## config.mk

```make
export PLATFORM = sky130hd
export DESIGN_NAME = hue_window_mask
export DESIGN_NICKNAME = d
export VERILOG_FILES = /design/src/rtl/hue_window_mask_pkg.sv /design/src/rtl/hue_window_mask_row_buffer.sv /design/src/rtl/hue_window_mask.sv
export SDC_FILE = /design/constraint.sdc
export NUM_CORES = 2
export LEC_CHECK = 0
export ABC_CLOCK_PERIOD_IN_PS = 29500
export CORE_MARGIN = 5
export CORE_UTILIZATION = 55
export CTS_BUF_LIST = sky130_fd_sc_hd__clkbuf_4 sky130_fd_sc_hd__clkbuf_8
export DETAILED_ROUTE_END_ITERATION = 10
export PLACE_DENSITY = 0.71
export SLEW_MARGIN = 20
export SYNTH_ARGS = -nofsm -noshare
export SYNTH_HDL_FRONTEND = slang
export SYNTH_SLANG_ARGS = --single-unit
```

## constraint.sdc

```tcl
create_clock -name clk -period 29.5 [get_ports clk]
set_input_delay 5.9 -clock clk [delete_from_list [all_inputs] [get_ports clk]]
set_output_delay 5.9 -clock clk [all_outputs]
set_load 0.01 [all_outputs]
```

## src/rtl/hue_window_mask_pkg.sv

```systemverilog
// hue_window_mask_pkg: shared coordinate type and window-geometry helpers for hue_window_mask.
package hue_window_mask_pkg;
  localparam int COORD_W = 16;
  typedef logic [COORD_W-1:0] coord_t;
  function automatic int half(input int n);
    return n / 2;
  endfunction
  function automatic int def_threshold(input int n);
    return (n * n + 1) / 2;
  endfunction
endpackage

```

## src/rtl/hue_window_mask_row_buffer.sv

```systemverilog
// mask_row_buffer: DEPTH-deep, W-wide delay line that advances only when en is high.
module mask_row_buffer #(
  parameter int W = 2,
  parameter int DEPTH = 640
) (
  input  logic         clk,
  input  logic         rst,
  input  logic         en,
  input  logic [W-1:0] d,
  output logic [W-1:0] q
);
  localparam int AW = (DEPTH > 1) ? $clog2(DEPTH) : 1;
  localparam logic [AW-1:0] LAST = AW'(DEPTH - 1);
  logic [W-1:0] mem [DEPTH];
  logic [AW-1:0] ptr_q;
  assign q = mem[ptr_q];
  always_ff @(posedge clk or negedge rst)
    if (!rst) ptr_q <= '0;
    else if (en) ptr_q <= (ptr_q == LAST) ? '0 : ptr_q + 1'b1;
  always_ff @(posedge clk)
    if (en) mem[ptr_q] <= d;
endmodule

```

## src/rtl/hue_window_mask.sv

```systemverilog
// hue_window_mask: classifies each pixel against NUM_RANGES (possibly wrapping) hue bands
// and smooths every band mask with a trailing N x N popcount-threshold window.
module hue_window_mask
  import hue_window_mask_pkg::*;
#(
  parameter int PRECISION  = 16,
  parameter int LINE_WIDTH = 640,
  parameter int ROW_NUMBER = 480,
  parameter int N          = 3,
  parameter int NUM_RANGES = 2,
  parameter int THRESHOLD  = def_threshold(N)
) (
  input  logic                             clk,
  input  logic                             rst,
  input  logic                             in_valid,
  input  logic                             in_sof,
  input  logic [PRECISION-1:0]             in_hue,
  input  logic [NUM_RANGES*PRECISION-1:0]  range_lo,
  input  logic [NUM_RANGES*PRECISION-1:0]  range_hi,
  input  logic [NUM_RANGES-1:0]            range_en,
  output logic                             out_valid,
  output logic [NUM_RANGES-1:0]            out_mask,
  output coord_t                           out_x,
  output coord_t                           out_y,
  output logic                             out_sof
);
  localparam int H = half(N);
  logic [NUM_RANGES*PRECISION-1:0] lo_q, hi_q, lo_e, hi_e;
  logic [NUM_RANGES-1:0] en_q, en_e, cls, mask_d;
  logic [N-1:0][NUM_RANGES-1:0] col;
  logic [NUM_RANGES-1:0] win_q [N][N];
  coord_t x_q, y_q, cur_x, cur_y, x_d, y_d, x1_q, y1_q;
  logic sof_acc, last_x, v1_q, emit;
  int cnt;
  // A sof pixel is classified with the freshly loaded band config.
  assign sof_acc = in_valid && in_sof;
  assign lo_e = sof_acc ? range_lo : lo_q;
  assign hi_e = sof_acc ? range_hi : hi_q;
  assign en_e = sof_acc ? range_en : en_q;
  assign cur_x = in_sof ? '0 : x_q;
  assign cur_y = in_sof ? '0 : y_q;
  assign last_x = cur_x == coord_t'(LINE_WIDTH - 1);
  assign x_d = last_x ? '0 : cur_x + 1'b1;
  assign y_d = !last_x ? cur_y : (cur_y == coord_t'(ROW_NUMBER - 1)) ? '0 : cur_y + 1'b1;
  for (genvar k = 0; k < NUM_RANGES; k++) begin : g_band
    logic [PRECISION-1:0] lo, hi;
    assign lo = lo_e[k*PRECISION +: PRECISION];
    assign hi = hi_e[k*PRECISION +: PRECISION];
    assign cls[k] = en_e[k] && ((lo <= hi) ? (in_hue >= lo && in_hue <= hi)
                                           : (in_hue >= lo || in_hue <= hi));
  end
  assign col[0] = cls;
  for (genvar r = 0; r < N - 1; r++) begin : g_row
    mask_row_buffer #(.W(NUM_RANGES), .DEPTH(LINE_WIDTH)) u_rb (
      .clk(clk), .rst(rst), .en(in_valid), .d(col[r]), .q(col[r+1])
    );
  end
  always_ff @(posedge clk)
    if (in_valid)
      for (int r = 0; r < N; r++) begin
        win_q[r][0] <= col[r];
        for (int c = 1; c < N; c++) win_q[r][c] <= win_q[r][c-1];
      end
  // Tap (r,c) sits r rows above and c columns left of the newest pixel; negative positions are masked.
  always_comb begin
    mask_d = '0;
    cnt = 0;
    for (int k = 0; k < NUM_RANGES; k++) begin
      cnt = 0;
      for (int r = 0; r < N; r++)
        for (int c = 0; c < N; c++)
          if (int'(x1_q) >= c && int'(y1_q) >= r && win_q[r][c][k]) cnt = cnt + 1;
      mask_d[k] = cnt >= THRESHOLD;
    end
  end
  assign emit = v1_q && int'(x1_q) >= H && int'(y1_q) >= H;
  always_ff @(posedge clk or negedge rst)
    if (!rst) begin
      lo_q <= '0;
      hi_q <= '0;
      en_q <= '0;
      x_q <= '0;
      y_q <= '0;
      x1_q <= '0;
      y1_q <= '0;
      v1_q <= 1'b0;
      out_valid <= 1'b0;
      out_mask <= '0;
      out_x <= '0;
      out_y <= '0;
      out_sof <= 1'b0;
    end else begin
      if (sof_acc) begin
        lo_q <= range_lo;
        hi_q <= range_hi;
        en_q <= range_en;
      end
      if (in_valid) begin
        x_q <= x_d;
        y_q <= y_d;
        x1_q <= cur_x;
        y1_q <= cur_y;
      end
      v1_q <= in_valid;
      out_valid <= emit;
      if (emit) begin
        out_mask <= mask_d;
        out_x <= x1_q - coord_t'(H);
        out_y <= y1_q - coord_t'(H);
        out_sof <= x1_q == coord_t'(H) && y1_q == coord_t'(H);
      end
    end
endmodule

```

==> results.md <==
* Synth Register Bits at 2,765
* Final worst slack at 16.76 ns
* # nets final at 7,319
* Post-cts resize count at 0
* PD cells at 85.55 mW/mm²
* Gate power share at 0.226
* Largest net degree at the start of global routing at 289
* Seq/Total Area, Yosys at 0.7150
* Crit-path slowest cell: buf_4
* Syn Inst Count at 6,881
* Fmax at 78.47 MHz
* Cts bufs inserted at 434
* Synthesis Warnings at 0
* Post-synth ARST share at 0.06763
* Syn avg cell area at 16.69 µm²
* 1st-iter DRT viols at 7,408
* Std-Cell Rows at 167
* Area occupied by multi-input gates at 0.03065 mm²
* Final count of hold timing violations at 0
* Clock power frac at 0.288
* Postcts setup bufs at 0
* Layout Skew at 0.07949 ns
* Worst slew pin tran at 1.185 ns
* Cells along the critical path: clkdlybuf4s50_1 > buf_4 > nand2_4 > buf_4 > mux2i_1 > ha_1 > a21o_1 > a21o_1 > a21oi_1 > nor2b_1 > o21ai_0 > nand2b_1 > a211oi_1 > a21oi_1 > a21oi_1 > o21a_4 > buf_4 > buf_12 > buf_4
* CP Max Fanout at 237
* DIE WIDTH at 466.9 µm
* Max Cap Viol at 0
* Worst min path class: reg -> reg
* First-pass GRT wire length at 425,400 µm
* RSZ-0062 raised after global routing: false
* Sw Pwr at 3.315 mW
* WP buf/inv at 6
* Final critical-path required period at 12.74 ns
* Synthesized area at 0.1148 mm²
* Commonest cells in the netlist: 2,578 x edfxtp_1, 1,351 x nor2_1, 642 x mux4_2
* Detailed Place HPWL at 165,900 µm
* Filler cells at 14,856
* WL/cell at 28.17 µm
* Die area at 0.2180 mm²
* Via-to-Cell Ratio at 6.354
* Core area at 0.2075 mm²
* Final Max Tran Viols at 0
* Setup_tns at 0 ns
* CTS tree: yes
* Final core utilization at 0.6145
* Initial antenna violation count at 5
* Result of the run: complete, no violations
* H-tree levels at 5
* Crit Path Category: in -> reg
* Flop pwr share at 0.487
* Final setup fails at 0
* Critical Path AT at 13.45 ns
* Sw frac at 0.3038
* Lkg Pwr at 40.92 nW
* Clock sinks at 2,765
* CTS Hold Bufs at 0
* Clk pin slew, worst setup/hold paths at 0.07 ns
* Area grow syn2layout at 11.05%
* Fin crit share at 0.4320
* Clock latency at the later pin of the worst-skew pair at 1.10 ns
* Post-synth top area cell: edfxtp_1
* CP top delay family: buffers and inverters
* CP most frequent cell: buf_4
* Die height at 466.9 µm
* Syn_nets at 7,097
* FF+latch area at 0.08211 mm²
* Cell with the most instances after synthesis: edfxtp_1
* Critical Path End Type: flop
* Final hold slack at 0.4395 ns
* Max VDD drop at 160.8 µV
* DRT antenna net count at 0
* Place WS at 15.70 ns
* Relative slew slack at 0.2065
* Commonest register cell after synthesis: edfxtp_1
* GPL Wtd Cong at 0.8438
* EDFF count, synth at 2,578
* I/O pin cnt at 122
* Int Pwr at 7.594 mW
* Tot GR Track Use at 0.2629
* First-pass iteration count of the detailed router at 6
* Layout cell share with drive strength beyond 1 at 0.2125
* Final wirelength at 287,600 µm
* Top post-synthesis cells by area: edfxtp_1 67%, mux4_2 13%, nor2_1 4.4%
* DRC viols at 0
* Yosys cell types at 78
* Clk buf depth at 4
* Congestion Overflow GR at 0
* Initial Util at 0.5534
* Via Count at 64,861
* Startpoint Class: primary input
* Fin area at 0.1275 mm²
* Area after DPL at 0.1191 mm²
* Root Buffer Master: clkbuf_8
* Vias in the first global route at 66,415
* Slowest stage delay, CP at 0.89 ns
* R2R Setup Slk at 20.76 ns
* # port buffers at 121
* WP data required at 30.21 ns
* Share of the synthesized area in the top cell type at 0.6742
cells by family after synthesis:
family	Yosys count	synth area share
buf+inv	606	0.02009
flops	2765	0.7150
simple gates	1938	0.07059
fa+ha+maj	133	0.01443
mux	732	0.1340
xor+xnor	70	0.005961
compound gates	637	0.03994
layout by cell type, fill, tap and decap left out, types with 22 or more instances in the layout:
cell type        Yosys  final
nand4_1            106    106
xnor2_1             41     41
nand2_2              0     40
mux4_2             642    642
nand3_1             53     51
inv_1              102    102
o211ai_1            22     22
o21ai_0            123    123
clkbuf_4             0    127
clkbuf_8             0    453
dfrtp_1            187    181
a22o_1              50     50
a22oi_1            236    236
ha_1               130    130
clkinv_2             0     53
nand2_1            246    205
a221oi_1            44     44
buf_4                0    158
clkdlybuf4s50_1      0    119
clkinv_1             1     90
edfxtp_1          2578   2578
nor2_1            1351   1348
mux2i_1             71     71
nor3_1              27     25
xor2_1              23     23
nor2b_1             40     40
a21oi_1             33     32
power by group through the flow:
stage / registers, mW / clock network [mW] / logic [mW]
after floorplan: 6.18 / 0 / 1.39
after CTS: 5.31 / 3.18 / 2.44
after detailed placement: 5.39 / 0 / 2.43
after global placement: 5.39 / 0 / 2.39
after global routing: 5.32 / 3.38 / 2.61
final: 5.31 / 3.14 / 2.46
cell type report:
class,instances,area share
antenna,8,0.0001570
inverter,103,0.003032
sequential,2765,0.6440
multi-input combinational,3510,0.2404
clock buffer,579,0.05627
clock inverter,166,0.008468
tap,2788,0.02736
timing repair buffer,289,0.02039
metal layers:
layer  routed length, µm  track usage
met5                  30            0
met4               11550       0.1039
met3               28470      0.05221
met2              141800       0.4309
met1              105800       0.3514
flip-flops by register name (all words and copies together) (netlist names):
| name | cells |
|---|---|
| g_row.u_rb.mem | 2560 |
| hi_q | 32 |
| lo_q | 32 |
| g_row.u_rb.ptr_q | 20 |
| win_q | 18 |
| out_x | 16 |
| out_y | 16 |
| x1_q | 16 |
| x_q | 16 |
| y1_q | 16 |
| y_q | 16 |
| en_q | 2 |
| out_mask | 2 |
| out_sof | 1 |
| out_valid | 1 |
| v1_q | 1 |
metrics by stage:
stage / instances / power, mW
global placement: 9453 / 7.783
detailed placement: 9453 / 7.823
global route: 10206 / 11.31
floorplan: 6881 / 7.579
CTS: 10198 / 10.93
finish: 10208 / 10.91
worst paths after layout:
check                                       start                        end  cells past startpoint
max in group asynchronous                     rst     g_row[1].u_rb.ptr_q[0]                      2
min in group asynchronous                     rst                   hi_q[10]                      1
hold reg to reg                       win_q[0][2]                win_q[0][0]                      0
setup reg to reg           g_row[0].u_rb.ptr_q[0]  g_row[1].u_rb.mem[274][0]                     14
hold / removal                        win_q[0][2]                win_q[0][0]                      0
setup / recovery                           in_sof  g_row[0].u_rb.mem[232][1]                     19
Note: power is estimated with default switching activity, not from simulation.
